File: src/rtl/inet_chksum_accum_pkg.sv
// Shared types and helpers for the Internet checksum accumulator path.
// The halfword width and the byte-enable masking are used by the accumulator and a future verify stage.
package inet_chksum_pkg;

  localparam int unsigned CHK_W = 16;

  typedef enum logic [1:0] {
    IDLE,
    ACCUM,
    DONE
  } state_e;

  function automatic logic [31:0] keep_mask(input logic [31:0] data, input logic [3:0] keep);
    logic [31:0] m;
    m = '0;
    for (int unsigned i = 0; i < 4; i++) begin
      m[i*8 +: 8] = keep[i] ? data[i*8 +: 8] : 8'h00;
    end
    return m;
  endfunction

endpackage

File: src/rtl/inet_chksum_accum_if.sv
// Word-stream input and result output of inet_chksum_accum.
// The master drives words and out_ready; the slave (accumulator) answers.
interface inet_chksum_accum_if #(
  parameter int unsigned WORD_CNT_W = 16
);
  logic                  in_valid;
  logic                  in_ready;
  logic [31:0]           in_data;
  logic [3:0]            in_keep;
  logic                  in_last;
  logic                  out_valid;
  logic                  out_ready;
  logic [31:0]           out_sum;
  logic [WORD_CNT_W-1:0] out_words;

  modport master (
    output in_valid, in_data, in_keep, in_last, out_ready,
    input  in_ready, out_valid, out_sum, out_words
  );

  modport slave (
    input  in_valid, in_data, in_keep, in_last, out_ready,
    output in_ready, out_valid, out_sum, out_words
  );
endinterface

File: src/rtl/inet_chksum_accum_ones_add16.sv
// 16-bit one's-complement adder with end-around carry.
// A non-zero operand never yields 0x0000, so 0xFFFF + 0x0000 stays 0xFFFF.
module ones_add16
  import inet_chksum_pkg::*;
(
  input  logic [CHK_W-1:0] a,
  input  logic [CHK_W-1:0] b,
  output logic [CHK_W-1:0] y
);
  logic [CHK_W:0] s;

  always_comb begin
    s = {1'b0, a} + {1'b0, b};
    y = s[CHK_W-1:0] + {{(CHK_W-1){1'b0}}, s[CHK_W]};
  end
endmodule

File: src/rtl/inet_chksum_accum.sv
// Streaming accumulator: two independent one's-complement halfword sums per packet,
// presented as {hi, lo} with a saturating word count at end of packet.
module inet_chksum_accum
  import inet_chksum_pkg::*;
#(
  parameter int unsigned WORD_CNT_W = 16
) (
  input logic               clk,
  input logic               rst,
  inet_chksum_accum_if.slave bus
);
  state_e                state_q, state_d;
  logic [CHK_W-1:0]      hi_q, hi_d, lo_q, lo_d, hi_sum, lo_sum;
  logic [WORD_CNT_W-1:0] cnt_q, cnt_d, cnt_inc;
  logic [WORD_CNT_W-1:0] out_words_q, out_words_d;
  logic [31:0]           out_sum_q, out_sum_d;
  logic                  out_valid_q, out_valid_d;
  logic [31:0]           masked;
  logic                  accept;

  ones_add16 u_add_hi (.a(hi_q), .b(masked[31:16]), .y(hi_sum));
  ones_add16 u_add_lo (.a(lo_q), .b(masked[15:0]),  .y(lo_sum));

  assign bus.in_ready  = (state_q != DONE);
  assign bus.out_valid = out_valid_q;
  assign bus.out_sum   = out_sum_q;
  assign bus.out_words = out_words_q;

  always_comb begin
    masked      = keep_mask(bus.in_data, bus.in_keep);
    accept      = bus.in_valid && (state_q != DONE);
    cnt_inc     = (cnt_q == '1) ? cnt_q : cnt_q + WORD_CNT_W'(1);
    state_d     = state_q;
    hi_d        = hi_q;
    lo_d        = lo_q;
    cnt_d       = cnt_q;
    out_sum_d   = out_sum_q;
    out_words_d = out_words_q;
    out_valid_d = out_valid_q;

    case (state_q)
      IDLE, ACCUM: begin
        if (accept) begin
          hi_d  = hi_sum;
          lo_d  = lo_sum;
          cnt_d = cnt_inc;
          if (bus.in_last) begin
            state_d     = DONE;
            out_sum_d   = {hi_sum, lo_sum};
            out_words_d = cnt_inc;
            out_valid_d = 1'b1;
          end else begin
            state_d = ACCUM;
          end
        end
      end
      DONE: begin
        // Accumulators clear on the handshake so IDLE always starts from zero.
        if (bus.out_ready) begin
          state_d     = IDLE;
          hi_d        = '0;
          lo_d        = '0;
          cnt_d       = '0;
          out_valid_d = 1'b0;
        end
      end
      default: state_d = IDLE;
    endcase
  end

  always_ff @(posedge clk) begin
    if (rst) begin
      state_q     <= IDLE;
      hi_q        <= '0;
      lo_q        <= '0;
      cnt_q       <= '0;
      out_sum_q   <= '0;
      out_words_q <= '0;
      out_valid_q <= 1'b0;
    end else begin
      state_q     <= state_d;
      hi_q        <= hi_d;
      lo_q        <= lo_d;
      cnt_q       <= cnt_d;
      out_sum_q   <= out_sum_d;
      out_words_q <= out_words_d;
      out_valid_q <= out_valid_d;
    end
  end
endmodule

File: src/flat_wrapper.sv
// flat-port wrapper written by rule: the top's interface ports become plain ports
module inet_chksum_accum_flat import inet_chksum_pkg::*;
#(
  parameter int unsigned WORD_CNT_W = 16
)
  (clk, rst, bus_in_valid, bus_in_data, bus_in_keep, bus_in_last, bus_out_ready, bus_in_ready, bus_out_valid, bus_out_sum, bus_out_words);
  inet_chksum_accum_if #(.WORD_CNT_W(WORD_CNT_W)) bus_i ();
  input logic clk;
  input logic rst;
  input wire logic [$bits(bus_i.in_valid)-1:0] bus_in_valid;
  input wire logic [$bits(bus_i.in_data)-1:0] bus_in_data;
  input wire logic [$bits(bus_i.in_keep)-1:0] bus_in_keep;
  input wire logic [$bits(bus_i.in_last)-1:0] bus_in_last;
  input wire logic [$bits(bus_i.out_ready)-1:0] bus_out_ready;
  output wire logic [$bits(bus_i.in_ready)-1:0] bus_in_ready;
  output wire logic [$bits(bus_i.out_valid)-1:0] bus_out_valid;
  output wire logic [$bits(bus_i.out_sum)-1:0] bus_out_sum;
  output wire logic [$bits(bus_i.out_words)-1:0] bus_out_words;
  assign bus_i.in_valid = bus_in_valid;
  assign bus_i.in_data = bus_in_data;
  assign bus_i.in_keep = bus_in_keep;
  assign bus_i.in_last = bus_in_last;
  assign bus_i.out_ready = bus_out_ready;
  assign bus_in_ready = bus_i.in_ready;
  assign bus_out_valid = bus_i.out_valid;
  assign bus_out_sum = bus_i.out_sum;
  assign bus_out_words = bus_i.out_words;
  inet_chksum_accum #(.WORD_CNT_W(WORD_CNT_W)) u_core (.clk(clk), .rst(rst), .bus(bus_i));
endmodule
File: config.mk
export PLATFORM = sky130hd
export DESIGN_NAME = inet_chksum_accum_flat
export DESIGN_NICKNAME = d
export VERILOG_FILES = /design/src/rtl/inet_chksum_accum_pkg.sv /design/src/rtl/inet_chksum_accum_if.sv /design/src/rtl/inet_chksum_accum_ones_add16.sv /design/src/rtl/inet_chksum_accum.sv /design/src/flat_wrapper.sv
export SDC_FILE = /design/constraint.sdc
export NUM_CORES = 1
export LEC_CHECK = 0
export CAP_MARGIN = 20
export CORE_MARGIN = 2
export CORE_UTILIZATION = 45
export CTS_CLUSTER_SIZE = 25
export DETAILED_ROUTE_END_ITERATION = 12
export PLACE_DENSITY = 0.68
export SYNTH_ARGS = -nofsm -noshare
export SYNTH_HDL_FRONTEND = slang
export SYNTH_SLANG_ARGS = --single-unit
File: constraint.sdc
create_clock -name clk -period 9.5 [get_ports clk]
set_clock_uncertainty 0.1 [all_clocks]
set_input_delay 2.85 -clock clk [delete_from_list [all_inputs] [get_ports clk]]
set_output_delay 2.85 -clock clk [all_outputs]
set_load 0.02 [all_outputs]
==> summary.txt <==
Status - finished, final reports clean
Vias post-DR - 6042
Slew Viols, Final - 0
Fmax - 140.9 MHz
RSZ-0062 raised after global routing - no
Setup Buffers After CTS - 0
Clk Latency, worst-skew pair - 0.35 ns
Layout cells sized above 1 - 5.562%
Critical path required time - 9.66 ns
Critical path type - input port to flip-flop
Final hold viol count - 0
CTS HTree Levels - 3
Clock group share of total power - 33.5%
Drt via density - 5.793
Detailed placement HPWL - 12.22 mm
Die Wd - 123.7 um
Max Fanout on Critical Path - 8
Logic pwr share - 25.5%
Initial Util - 46.23%
Worst reg2reg path depth - 17
Crit. End Element - flip-flop
Max-slew headroom - 29.46%
Hold Path Depth - 2
Yosys reg bits - 99
Initial DRC count - 398
Avg WL per Cell - 16.54 um
Worst min-delay path class - flip-flop to flip-flop
Total Power - 1108 uW
Syn Nets - 873
First-pass GRT wire length - 27.68 mm
Sw Share - 31.36%
CP startpoint kind - input port
Final Net Count - 939
# DRC - 0
DRT Wirelength - 17.25 mm
Die Height - 123.7 um
Die Footprint - 15290 um2
Total GRT Usage - 22.88%
TritonCTS clock tree - built
CTS buffer count - 9
Final clock period utilization by the worst path - 74.69%
Clk pin slew, worst setup/hold paths - 0.07 ns
Netlist cell types - 73
Cell area after synthesis - 6442 um2
Max VDD drop - 0.1068 mV
Leakage power - 0.003029 uW
I/O pin total - 91
Synthesized instance count - 793
Worst-Margin Slew - 1.058 ns
Ys async rst share - 0%
Post-synth EDFFs - 0
Reg power frac - 41.0%
PortBufs - 90
GRT Residual Overflow - 0
Area growth, synth to finish - 19.67%
Cell Rows - 43
Antenna violations before repair - 0
Power per cell area - 143.8 nW/um2
Top_reg_cell synth - dfxtp_1
Post-synthesis sequential area ratio - 30.76%
P_int - 760.7 uW
Vias in the first global route - 5570
Antenna-violating nets left - 0
Synth warn - 0
NetSw - 347.6 uW
Final critical-path required period - 7.095 ns
CTS root buf - clkbuf_16
Gp weighted congestion - 1.001
Hold buffers post-CTS - 0
Crit path DAT - 7.25 ns
PostCTS Resize Cnt - 0
Antenna diode count - 0
TritonRoute pass-1 iters - 5
Post-route setup TNS - 0 ns
Buffer depth of the longest clock path - 2
Largest net degree at the start of global routing - 102
Final setup viols - 0
Core Box Area - 13930 um2
Syn avg cell area - 8.124 um2
Maxcap violations - 0
Clock sink count - 99
==> worst paths after layout <==
path	startpoint	slack, ns	endpoint
worst min-delay path	u_core.bus.out_sum[2]	0.36	u_core.bus.out_sum[2]
worst max register to register	u_core.lo_q[0]	5.27	u_core.bus.out_sum[12]
worst max-delay path	bus_in_keep[0]	2.40	u_core.bus.out_sum[12]
worst min register to register	u_core.bus.out_sum[2]	0.36	u_core.bus.out_sum[2]
==> cell usage after synthesis, types with 5 or more instances <==
master | number | area [um2]
and3_1 | 16 | 100.1
ha_1 | 37 | 462.9
nand4_1 | 14 | 87.58
o21ai_0 | 21 | 105.1
nand2_1 | 66 | 247.7
or3_1 | 7 | 43.79
nor3_1 | 24 | 120.1
o211ai_1 | 7 | 52.55
inv_1 | 7 | 26.28
nand2b_1 | 5 | 31.28
a21oi_1 | 65 | 325.3
xor2_1 | 27 | 236.5
a21o_1 | 10 | 75.07
nand3b_1 | 14 | 105.1
nand3_1 | 21 | 105.1
nor2b_1 | 7 | 43.79
and2_1 | 40 | 250.2
o21a_1 | 6 | 45.04
a22oi_1 | 26 | 195.2
clkbuf_1 | 29 | 108.9
a211oi_1 | 21 | 157.7
nor2_1 | 103 | 386.6
a211o_1 | 7 | 61.31
xnor2_1 | 29 | 254.0
dfxtp_1 | 99 | 1982
==> final cells by class <==
cell class                      instances  area [um2]
Clock buffer                           10       229.0
Clock inverter                          5       60.06
Fill cell                            1292        6225
Inverter                                7       26.28
Multi-Input combinational cell        647        4254
Sequential cell                        99        1982
Tap cell                              180       225.2
Timing Repair Buffer                   95       933.4
==> state kept, by name, indices dropped and copies added, names as in the netlist <==
register	count
u_core.bus.out_valid	1
u_core.hi_q	16
u_core.bus.out_sum	32
u_core.lo_q	16
u_core.state_q	2
u_core.bus.out_words	16
u_core.cnt_q	16
==> kinds of logic after synthesis <==
kind of cell,synth area share (%)
AO/OA/AOI/OAI,21.79
AND/OR/NAND/NOR,27.97
buffers and inverters,3.437
flip-flops,30.76
multiplexers,0.6215
XOR/XNOR,7.613
adder cells (fa/ha/maj),7.807
==> metal layers <==
metal	GRT usage (%)	part of all wire [%]	wire, um
met1	30.85	47	8031
met2	36.54	46	7959
met3	5.357	5.6	969
met4	6.605	1.7	291
met5	0	0	0
==> stage by stage <==
stage	area, um2	setup slack (ns)	util, %	std cells	hold WS [ns]
6_report	7710	2.405	55.33	1043	0.3583
5_1_grt	7710	1.872	55.33	1043	0.3823
4_1_cts	7710	2.458	55.33	1043	0.3624
3_5_place_dp	7421	2.093	53.25	1028	0.3511
3_3_place_gp	7421	2.326	53.25	1028	0.3431
2_1_floorplan	6442	3.379	-	793	0.3362
==> layout by cell type (no fill, tap or decap), types with 5 or more instances in the layout <==
cell / instances
buf_4: 5
xor2_1: 27
clkbuf_16: 9
clkdlybuf4s50_1: 89
o211ai_1: 7
xnor2_1: 29
a22oi_1: 26
nor2b_1: 6
nand3b_1: 14
and3_1: 16
o21a_1: 6
nand2b_1: 5
a21oi_1: 64
nand3_1: 21
and2_1: 39
nand2_1: 66
ha_1: 37
nor3_1: 24
dfxtp_1: 99
a211o_1: 7
a21o_1: 10
a211oi_1: 21
inv_1: 7
or3_1: 7
nand4_1: 14
o21ai_0: 21
nor2_1: 103
==> power groups by stage <==
stage	Sequential (uW)	Combinational, uW	Clock, uW
after floorplan	475	177	0
after global placement	463	275	0
after detailed placement	464	279	0
after CTS	455	281	382
after global routing	457	309	399
final	455	283	371
==> worst max-delay path: stages <==
cell and delay (ns):
clkdlybuf4s50_1 0.56, and2_1 0.17, ha_1 0.18, fa_1 0.22
a211oi_1 0.13, o21ai_0 0.41, nand4_1 0.16, a21oi_1 0.22
a21o_1 0.14, a21o_1 0.13, ha_1 0.18, ha_1 0.22
nand3_1 0.10, mux2i_1 0.24, nand4_1 0.23, nor4_1 0.47
nand4_1 0.19, xor2_1 0.19, a211oi_1 0.25
No activity file was read; power rests on OpenSTA's default activity.
